### config.mk
export PLATFORM = sky130hd
export DESIGN_NAME = sd_dat_seq
export DESIGN_NICKNAME = d
export VERILOG_FILES = /design/src/rtl/sd_dat_pkg.sv /design/src/rtl/sd_crc16.sv /design/src/rtl/sd_dat_seq.sv
export SDC_FILE = /design/constraint.sdc
export NUM_CORES = 1
export LEC_CHECK = 0
export ABC_AREA = 1
export CORE_MARGIN = 2
export CORE_UTILIZATION = 54
export CTS_CLUSTER_SIZE = 16
export DETAILED_ROUTE_END_ITERATION = 12
export GPL_ROUTABILITY_DRIVEN = 0
export PLACE_DENSITY = 0.8
export SYNTH_ARGS = -nofsm -noshare
export SYNTH_HDL_FRONTEND = slang
export SYNTH_SLANG_ARGS = --single-unit
### constraint.sdc
create_clock -name clk -period 2.02 [get_ports clk]
set_clock_uncertainty 0.15 [all_clocks]
set_input_delay 0.303 -clock clk [delete_from_list [all_inputs] [get_ports clk]]
set_output_delay 0.303 -clock clk [all_outputs]
set_load 0.05 [all_outputs]
### src/rtl/sd_dat_pkg.sv
`default_nettype none
// ============================================================================
// Module      : sd_dat_pkg
// Description : Shared types and constants for the SD DAT bus sequencer:
//               FSM state encoding, completion status codes and the CRC16
//               polynomial with a single-bit update helper.
// Revision    : 1.0 - initial release
// ============================================================================
package sd_dat_pkg;

    typedef enum logic [3:0] {
        IDLE     = 4'd0,
        RD_WAIT  = 4'd1,
        RD_DATA  = 4'd2,
        RD_CRC   = 4'd3,
        RD_END   = 4'd4,
        WR_PRE   = 4'd5,
        WR_START = 4'd6,
        WR_DATA  = 4'd7,
        WR_CRC   = 4'd8,
        WR_END   = 4'd9,
        WR_TOK   = 4'd10,
        WR_BUSY  = 4'd11,
        FINISH   = 4'd12
    } state_t;

    localparam logic [2:0] ST_OK       = 3'd0;
    localparam logic [2:0] ST_CRC      = 3'd1;
    localparam logic [2:0] ST_TIMEOUT  = 3'd2;
    localparam logic [2:0] ST_UNDERRUN = 3'd3;
    localparam logic [2:0] ST_REJECT   = 3'd4;

    // x^16 + x^12 + x^5 + 1
    localparam logic [15:0] c_CRC16_POLY = 16'h1021;

    // One MSB-first step of the CRC16 shift register.
    function automatic logic [15:0] crc16_step(input logic [15:0] crc, input logic din);
        return {crc[14:0], 1'b0} ^ ({16{crc[15] ^ din}} & c_CRC16_POLY);
    endfunction

endpackage
`default_nettype wire

### src/rtl/sd_crc16.sv
`default_nettype none
// ============================================================================
// Module      : sd_crc16
// Description : Serial 1-bit CRC16 (x^16+x^12+x^5+1, init 0, MSB first).
// Ports       : clk      - system clock
//               rst      - synchronous active-high reset
//               i_clear  - synchronous clear to 0
//               i_enable - advance the register by one bit
//               i_bit    - input bit
//               o_crc    - current CRC register
// Revision    : 1.0 - initial release
// ============================================================================
module sd_crc16
    import sd_dat_pkg::*;
(
    input  logic        clk,
    input  logic        rst,
    input  logic        i_clear,
    input  logic        i_enable,
    input  logic        i_bit,
    output logic [15:0] o_crc
);

    logic [15:0] r_crc;

    always_ff @(posedge clk) begin
        if (rst || i_clear) begin
            r_crc <= '0;
        end else if (i_enable) begin
            r_crc <= crc16_step(r_crc, i_bit);
        end
    end

    assign o_crc = r_crc;

endmodule
`default_nettype wire

### src/rtl/sd_dat_seq.sv
`default_nettype none
// ============================================================================
// Module      : sd_dat_seq
// Description : Bit-level sequencer for the 4-bit SD DAT bus. Moves one data
//               block in either direction with per-line CRC16, the write
//               CRC-status token and the busy wait. All DAT activity happens
//               on sd_tick cycles.
// Ports       : clk, reset          - clock, synchronous active-high reset
//               sd_tick             - one-clk strobe per SD clock period
//               rd_start/wr_start   - start pulses (read wins when both)
//               rd_data/rd_valid    - received byte stream
//               wr_data/wr_valid/wr_ready - byte source into holding register
//               dat_in/dat_out/dat_oe     - DAT[3:0] tri-state pins
//               busy, done, status  - transfer progress and result
// Revision    : 1.0 - initial release
// ============================================================================
module sd_dat_seq
    import sd_dat_pkg::*;
#(
    parameter int BLOCK_BYTES   = 512,
    parameter int TIMEOUT_TICKS = 1048575
) (
    input  logic       clk,
    input  logic       reset,
    input  logic       sd_tick,
    input  logic       rd_start,
    input  logic       wr_start,
    output logic [7:0] rd_data,
    output logic       rd_valid,
    input  logic [7:0] wr_data,
    input  logic       wr_valid,
    output logic       wr_ready,
    input  logic [3:0] dat_in,
    output logic [3:0] dat_out,
    output logic [3:0] dat_oe,
    output logic       busy,
    output logic       done,
    output logic [2:0] status
);

    localparam int                 c_NIB_W    = $clog2(2 * BLOCK_BYTES);
    localparam int                 c_TO_W     = $clog2(TIMEOUT_TICKS + 1);
    localparam logic [c_NIB_W-1:0] c_NIB_LAST = c_NIB_W'(2 * BLOCK_BYTES - 1);
    localparam logic [c_TO_W-1:0]  c_TO_MAX   = c_TO_W'(TIMEOUT_TICKS);

    state_t              r_state;
    logic [c_NIB_W-1:0]  r_nib;
    logic [c_TO_W-1:0]   r_to_cnt;
    logic [3:0]          r_bit_cnt;
    logic [2:0]          r_tok_cnt;
    logic [2:0]          r_tok;
    logic [3:0]          r_hi;
    logic [3:0]          r_lo;
    logic [7:0]          r_hold;
    logic                r_hold_full;

    logic [15:0] w_crc [4];
    logic [3:0]  w_crc_msb;
    logic [3:0]  w_crc_bit;
    logic        w_crc_en;
    logic        w_crc_clear;
    logic        w_crc_zero;
    logic        w_start_wr;
    logic        w_load;
    logic        w_consume;
    logic        w_underrun;
    logic        w_hold_full_nxt;
    logic        w_wr_phase_nxt;

    assign w_start_wr  = (r_state == IDLE) && wr_start && !rd_start;
    assign w_crc_clear = (r_state == IDLE) && (rd_start || wr_start);

    // Holding register handshake; a byte leaves at its high-nibble tick.
    assign w_load          = wr_valid && wr_ready;
    assign w_consume       = sd_tick && (r_state == WR_DATA) && !r_nib[0] && r_hold_full;
    assign w_underrun      = sd_tick && (r_state == WR_DATA) && !r_nib[0] && !r_hold_full;
    assign w_hold_full_nxt = w_load || (r_hold_full && !w_consume);

    // Read: received bits go through the CRC including the trailing CRC
    // field, so a clean block leaves every register at zero. Write: during
    // WR_CRC each register is fed its own MSB, which turns it into a plain
    // left shift that serialises the CRC onto the line.
    assign w_crc_en = sd_tick && ((r_state inside {RD_DATA, RD_CRC, WR_CRC}) ||
                                  ((r_state == WR_DATA) && (r_nib[0] || r_hold_full)));

    always_comb begin
        w_crc_bit = dat_in;
        case (r_state)
            WR_DATA: w_crc_bit = r_nib[0] ? r_lo : r_hold[7:4];
            WR_CRC:  w_crc_bit = w_crc_msb;
            default: ;
        endcase
    end

    for (genvar g = 0; g < 4; g++) begin : g_crc
        sd_crc16 u_crc (
            .clk      (clk),
            .rst      (reset),
            .i_clear  (w_crc_clear),
            .i_enable (w_crc_en),
            .i_bit    (w_crc_bit[g]),
            .o_crc    (w_crc[g])
        );
        assign w_crc_msb[g] = w_crc[g][15];
    end

    assign w_crc_zero = ((w_crc[0] | w_crc[1] | w_crc[2] | w_crc[3]) == 16'h0000);

    // Whether the next state is one that accepts write bytes.
    always_comb begin
        w_wr_phase_nxt = 1'b0;
        case (r_state)
            IDLE:             w_wr_phase_nxt = w_start_wr;
            WR_PRE, WR_START: w_wr_phase_nxt = 1'b1;
            WR_DATA:          w_wr_phase_nxt = !(w_underrun || (sd_tick && (r_nib == c_NIB_LAST)));
            default:          ;
        endcase
    end

    always_ff @(posedge clk) begin
        if (reset) begin
            r_hold      <= '0;
            r_hold_full <= 1'b0;
        end else if (w_load) begin
            r_hold      <= wr_data;
            r_hold_full <= 1'b1;
        end else if (w_consume) begin
            r_hold_full <= 1'b0;
        end
    end

    always_ff @(posedge clk) begin
        if (reset) begin
            r_state   <= IDLE;
            r_nib     <= '0;
            r_to_cnt  <= '0;
            r_bit_cnt <= '0;
            r_tok_cnt <= '0;
            r_tok     <= '0;
            r_hi      <= '0;
            r_lo      <= '0;
            rd_data   <= '0;
            rd_valid  <= 1'b0;
            wr_ready  <= 1'b0;
            dat_out   <= 4'hF;
            dat_oe    <= 4'h0;
            busy      <= 1'b0;
            done      <= 1'b0;
            status    <= ST_OK;
        end else begin
            rd_valid <= 1'b0;
            done     <= 1'b0;
            wr_ready <= w_wr_phase_nxt && !w_hold_full_nxt;

            case (r_state)
                IDLE: begin
                    if (rd_start || wr_start) begin
                        busy      <= 1'b1;
                        status    <= ST_OK;
                        r_to_cnt  <= '0;
                        r_nib     <= '0;
                        r_bit_cnt <= '0;
                        r_tok_cnt <= '0;
                        r_state   <= rd_start ? RD_WAIT : WR_PRE;
                    end
                end

                RD_WAIT: if (sd_tick) begin
                    if (dat_in == 4'h0) begin
                        r_state  <= RD_DATA;
                        r_to_cnt <= '0;
                        r_nib    <= '0;
                    end else if (r_to_cnt == c_TO_MAX) begin
                        status   <= ST_TIMEOUT;
                        r_state  <= FINISH;
                        r_to_cnt <= '0;
                        busy     <= 1'b0;
                        done     <= 1'b1;
                    end else begin
                        r_to_cnt <= r_to_cnt + 1'b1;
                    end
                end

                RD_DATA: if (sd_tick) begin
                    if (!r_nib[0]) begin
                        r_hi <= dat_in;
                    end else begin
                        rd_data  <= {r_hi, dat_in};
                        rd_valid <= 1'b1;
                    end
                    if (r_nib == c_NIB_LAST) begin
                        r_nib     <= '0;
                        r_bit_cnt <= '0;
                        r_state   <= RD_CRC;
                    end else begin
                        r_nib <= r_nib + 1'b1;
                    end
                end

                RD_CRC: if (sd_tick) begin
                    r_bit_cnt <= r_bit_cnt + 1'b1;
                    if (r_bit_cnt == 4'd15) begin
                        r_state <= RD_END;
                    end
                end

                RD_END: if (sd_tick) begin
                    if ((dat_in != 4'hF) || !w_crc_zero) begin
                        status <= ST_CRC;
                    end
                    r_state <= FINISH;
                    busy    <= 1'b0;
                    done    <= 1'b1;
                end

                WR_PRE: if (sd_tick) begin
                    dat_oe  <= 4'hF;
                    dat_out <= 4'hF;
                    r_state <= WR_START;
                end

                WR_START: if (sd_tick) begin
                    dat_out <= 4'h0;
                    r_nib   <= '0;
                    r_state <= WR_DATA;
                end

                WR_DATA: if (sd_tick) begin
                    if (!r_nib[0]) begin
                        if (!r_hold_full) begin
                            status  <= ST_UNDERRUN;
                            dat_oe  <= 4'h0;
                            dat_out <= 4'hF;
                            r_nib   <= '0;
                            r_state <= FINISH;
                            busy    <= 1'b0;
                            done    <= 1'b1;
                        end else begin
                            dat_out <= r_hold[7:4];
                            r_lo    <= r_hold[3:0];
                            r_nib   <= r_nib + 1'b1;
                        end
                    end else begin
                        dat_out <= r_lo;
                        if (r_nib == c_NIB_LAST) begin
                            r_nib     <= '0;
                            r_bit_cnt <= '0;
                            r_state   <= WR_CRC;
                        end else begin
                            r_nib <= r_nib + 1'b1;
                        end
                    end
                end

                WR_CRC: if (sd_tick) begin
                    dat_out   <= w_crc_msb;
                    r_bit_cnt <= r_bit_cnt + 1'b1;
                    if (r_bit_cnt == 4'd15) begin
                        r_state <= WR_END;
                    end
                end

                WR_END: if (sd_tick) begin
                    dat_out   <= 4'hF;
                    r_tok_cnt <= '0;
                    r_to_cnt  <= '0;
                    r_state   <= WR_TOK;
                end

                // r_tok_cnt: 0 waiting for start bit, 1..3 token bits, 4 end bit.
                WR_TOK: if (sd_tick) begin
                    dat_oe <= 4'h0;
                    if (r_tok_cnt == 3'd0) begin
                        if (!dat_in[0]) begin
                            r_tok_cnt <= 3'd1;
                        end else if (r_to_cnt == c_TO_MAX) begin
                            status   <= ST_TIMEOUT;
                            r_state  <= FINISH;
                            r_to_cnt <= '0;
                            busy     <= 1'b0;
                            done     <= 1'b1;
                        end else begin
                            r_to_cnt <= r_to_cnt + 1'b1;
                        end
                    end else if (r_tok_cnt != 3'd4) begin
                        r_tok     <= {r_tok[1:0], dat_in[0]};
                        r_tok_cnt <= r_tok_cnt + 1'b1;
                    end else begin
                        r_to_cnt <= '0;
                        if ({r_tok, dat_in[0]} == 4'b0101) begin
                            r_state <= WR_BUSY;
                        end else begin
                            status  <= ST_REJECT;
                            r_state <= FINISH;
                            busy    <= 1'b0;
                            done    <= 1'b1;
                        end
                    end
                end

                WR_BUSY: if (sd_tick) begin
                    if (dat_in[0]) begin
                        r_state  <= FINISH;
                        r_to_cnt <= '0;
                        busy     <= 1'b0;
                        done     <= 1'b1;
                    end else if (r_to_cnt == c_TO_MAX) begin
                        status   <= ST_TIMEOUT;
                        r_state  <= FINISH;
                        r_to_cnt <= '0;
                        busy     <= 1'b0;
                        done     <= 1'b1;
                    end else begin
                        r_to_cnt <= r_to_cnt + 1'b1;
                    end
                end

                FINISH: r_state <= IDLE;

                default: r_state <= IDLE;
            endcase
        end
    end

endmodule
`default_nettype wire

==> impl_metrics.ini <==
[pwr]
power_mw = 12.74
power_density_nw_per_um2 = 1280
power_leakage_nw = 4.423
ir_drop_uv = 806.9

[sta]
tightest_slew_ns = 0.5024
finalSetupViolCount = 53
max_freq_mhz = 463.4
fin_crit_ns = 2.158
slew_violations = 0
hold_slack_ns = 0.2938
hold_viol_final = 0
setup_ws_ns = -0.1381
slew_headroom = 0.6645
period_share = 1.068
rsz0062_at_grt = true

[synthesis]
synth_top_cell_by_area = dfxtp_1
ys_seq_area_frac = 0.4020
yosysUniqueCellTypes = 39
yosysWarnings = 0
synthDominantCellAreaShare = 0.4020
synth_edf_count = 0
synth-seq-cells = 145
synthArstFlopShare = 0
syn_area_per_cell_um2 = 6.624
synth_area_leaders = dfxtp_1 (40%), nand2_1 (11%), nor2_1 (8.8%)
yosysMostFrequentCell = nand2_1
syn_nets = 1113
syn_inst = 1090
yosys-top-cells-count = nand2_1 (209), nor2_1 (170), dfxtp_1 (145)
ys.flop_type = dfxtp_1
synthesis.area_um2 = 7221

[clock_tree]
clk_pin_slew_ns = 0.07
htree_levels = 4
cts-root-buf = clkbuf_16
cts_made_buffers = 17
clockBufferDepth = 2
cts.sinks = 145
cts_tree = yes
cts_hold_buf = 0
clk_latency_ns = 0.44

[cells_and_area]
fill_cells = 900
nets = 1272
antennaDiodeCount = 0
final_cell_area_um2 = 9956
drive_gt1_frac = 0.2266
synthToLayoutAreaGrowth_pct = 37.88

[grt]
grt_max_degree = 71
grt_pass1_wl_mm = 33.53
grt_usage = 0.2877
grt_overflow = 0
antenna_found_initial = 0
grt_pass1_vias = 7292

[worst_setup_path]
startpoint_type = flip-flop
critical_path.startpoint = r_state[2]$_SDFFE_PP0P_
required_ns = 2.19
critPathArrivalTime_ns = 2.33
rrSetupSlack_ns = -0.14
end_kind = flip-flop
cp_max_fo = 6
r2r_start = r_state[2]$_SDFFE_PP0P_
critical_path_class = reg -> reg

[floorplan]
dieArea_um2 = 14310
initial_core_util = 0.5496
design.core.area_um2 = 13140
fp.dieW_um = 119.6
pin_count = 41
fp.dieH_um = 119.6
num_rows = 42

[place]
dpl_cell_area_um2 = 8631
dp_hpwl_mm = 13.37
post-place-ws_ns = -0.2557
portBuffers = 40

[route]
num_vias = 8335
avgViaCountPerCell = 5.796
drcViolationCount = 0
wl_mm = 23.89
drt_first_pass_iters = 7
wl_per_cell_um = 16.61
drtIter0Drc = 966
antenna_left = 0

[status]
outcome = complete, but fails checks
failed_checks = setup timing

[hold_path]
hp-start = rd_data[0]$_SDFFE_PP0P_
hp-class = reg -> reg

[run]
drv_cap = 0
[state kept, by name, indices dropped and copies added (netlist names)]
signal             cells
done                   1
wr_ready               1
r_nib                 10
r_state                4
rd_data                8
r_hold_full            1
r_tok_cnt              3
r_hold                 8
status                 3
r_lo                   4
g_crc.u_crc.o_crc     64
busy                   1
r_hi                   4
r_bit_cnt              4
dat_oe                 1
r_tok                  3
dat_out                4
rd_valid               1
r_to_cnt              20
[cells by family (layout without fill, tap and decap cells)]
family                   after synthesis  in the layout  share of synthesized area
flip-flops                           145            145                     0.4020
AND/OR/NAND/NOR                      515            516                     0.3025
XOR/XNOR                              14             14                    0.01698
buffers and inverters                182            353                    0.09981
AO/OA/AOI/OAI                        229            229                     0.1700
adder cells (fa/ha/maj)                5              5                   0.008664
[layout by cell type, fill, tap and decap left out, types with 14 or more instances in the layout]
| master | Yosys | layout |
|---|---|---|
| o21ai_0 | 87 | 85 |
| clkdlybuf4s50_1 | 0 | 19 |
| nor2_1 | 170 | 151 |
| nor3_1 | 14 | 14 |
| nand3_1 | 81 | 66 |
| dfxtp_1 | 145 | 136 |
| dlygate4sd2_1 | 0 | 19 |
| nand2_2 | 4 | 17 |
| clkbuf_16 | 0 | 21 |
| nand2_1 | 209 | 189 |
| a21oi_1 | 103 | 96 |
| nand4_1 | 18 | 18 |
| buf_4 | 5 | 117 |
| nor2_2 | 7 | 15 |
| inv_1 | 136 | 131 |
[power breakdown]
part           internal (mW)  switching, mW
clock                   2.08           1.33
sequential              3.18          0.283
combinational           2.36           3.51
[layout make-up]
| cell class | count | area, um2 | share of cell area |
|---|---|---|---|
| multi-input cells | 764 | 4035 | 0.4053 |
| flip-flops and latches | 145 | 2924 | 0.2937 |
| repair buffers | 176 | 1577 | 0.1584 |
| inverters | 145 | 566.8 | 0.05693 |
| clock buffers | 17 | 425.4 | 0.04273 |
| well taps | 176 | 220.2 | 0.02212 |
| clock inverters | 15 | 207.7 | 0.02086 |
[timing repair]
| action | CTS | global route |
|---|---|---|
| setup endpoints to repair | 95 | 106 |
| pin swaps | 1 | 22 |
| gates resized for setup | 38 | 122 |
| gates cloned | 0 | 7 |
| setup buffers | 1 | 9 |
[worst max-delay path, cell delays in order, from the launching register on]
cell	delay, ns
dfxtp_4	0.44
inv_6	0.06
nor2_4	0.18
nand2_1	0.15
nor2_1	0.18
nand2_1	0.12
nor2_1	0.36
a21oi_4	0.13
nand2_2	0.11
nand2_1	0.05
nand2_1	0.06
nor2_1	0.04
[per-layer routing]
layer  routed length [um]  GRT usage
met1                 9061     0.3617
met2                11240     0.4796
met3                 2359    0.05466
met4                 1227     0.1294
met5                    0          0
[worst paths after layout]
kind | cells past startpoint | to
max | 11 | status[2]$_SDFFE_PP0P_
min | 2 | rd_data[0]$_SDFFE_PP0P_
max reg2reg | 11 | status[2]$_SDFFE_PP0P_
min reg2reg | 2 | rd_data[0]$_SDFFE_PP0P_
[stage by stage]
| stage | utilization | TNS [ns] | cells |
|---|---|---|---|
| 4_1_cts | 0.7090 | 0 | 1422 |
| 6_report | 0.7578 | -2.148 | 1438 |
| 2_1_floorplan | - | 0 | 1090 |
| 3_3_place_gp | 0.6570 | -6.269 | 1389 |
| 3_5_place_dp | 0.6570 | -8.031 | 1389 |
| 5_1_grt | 0.7578 | -7.188 | 1438 |
Note: power is estimated with default switching activity, not from simulation.
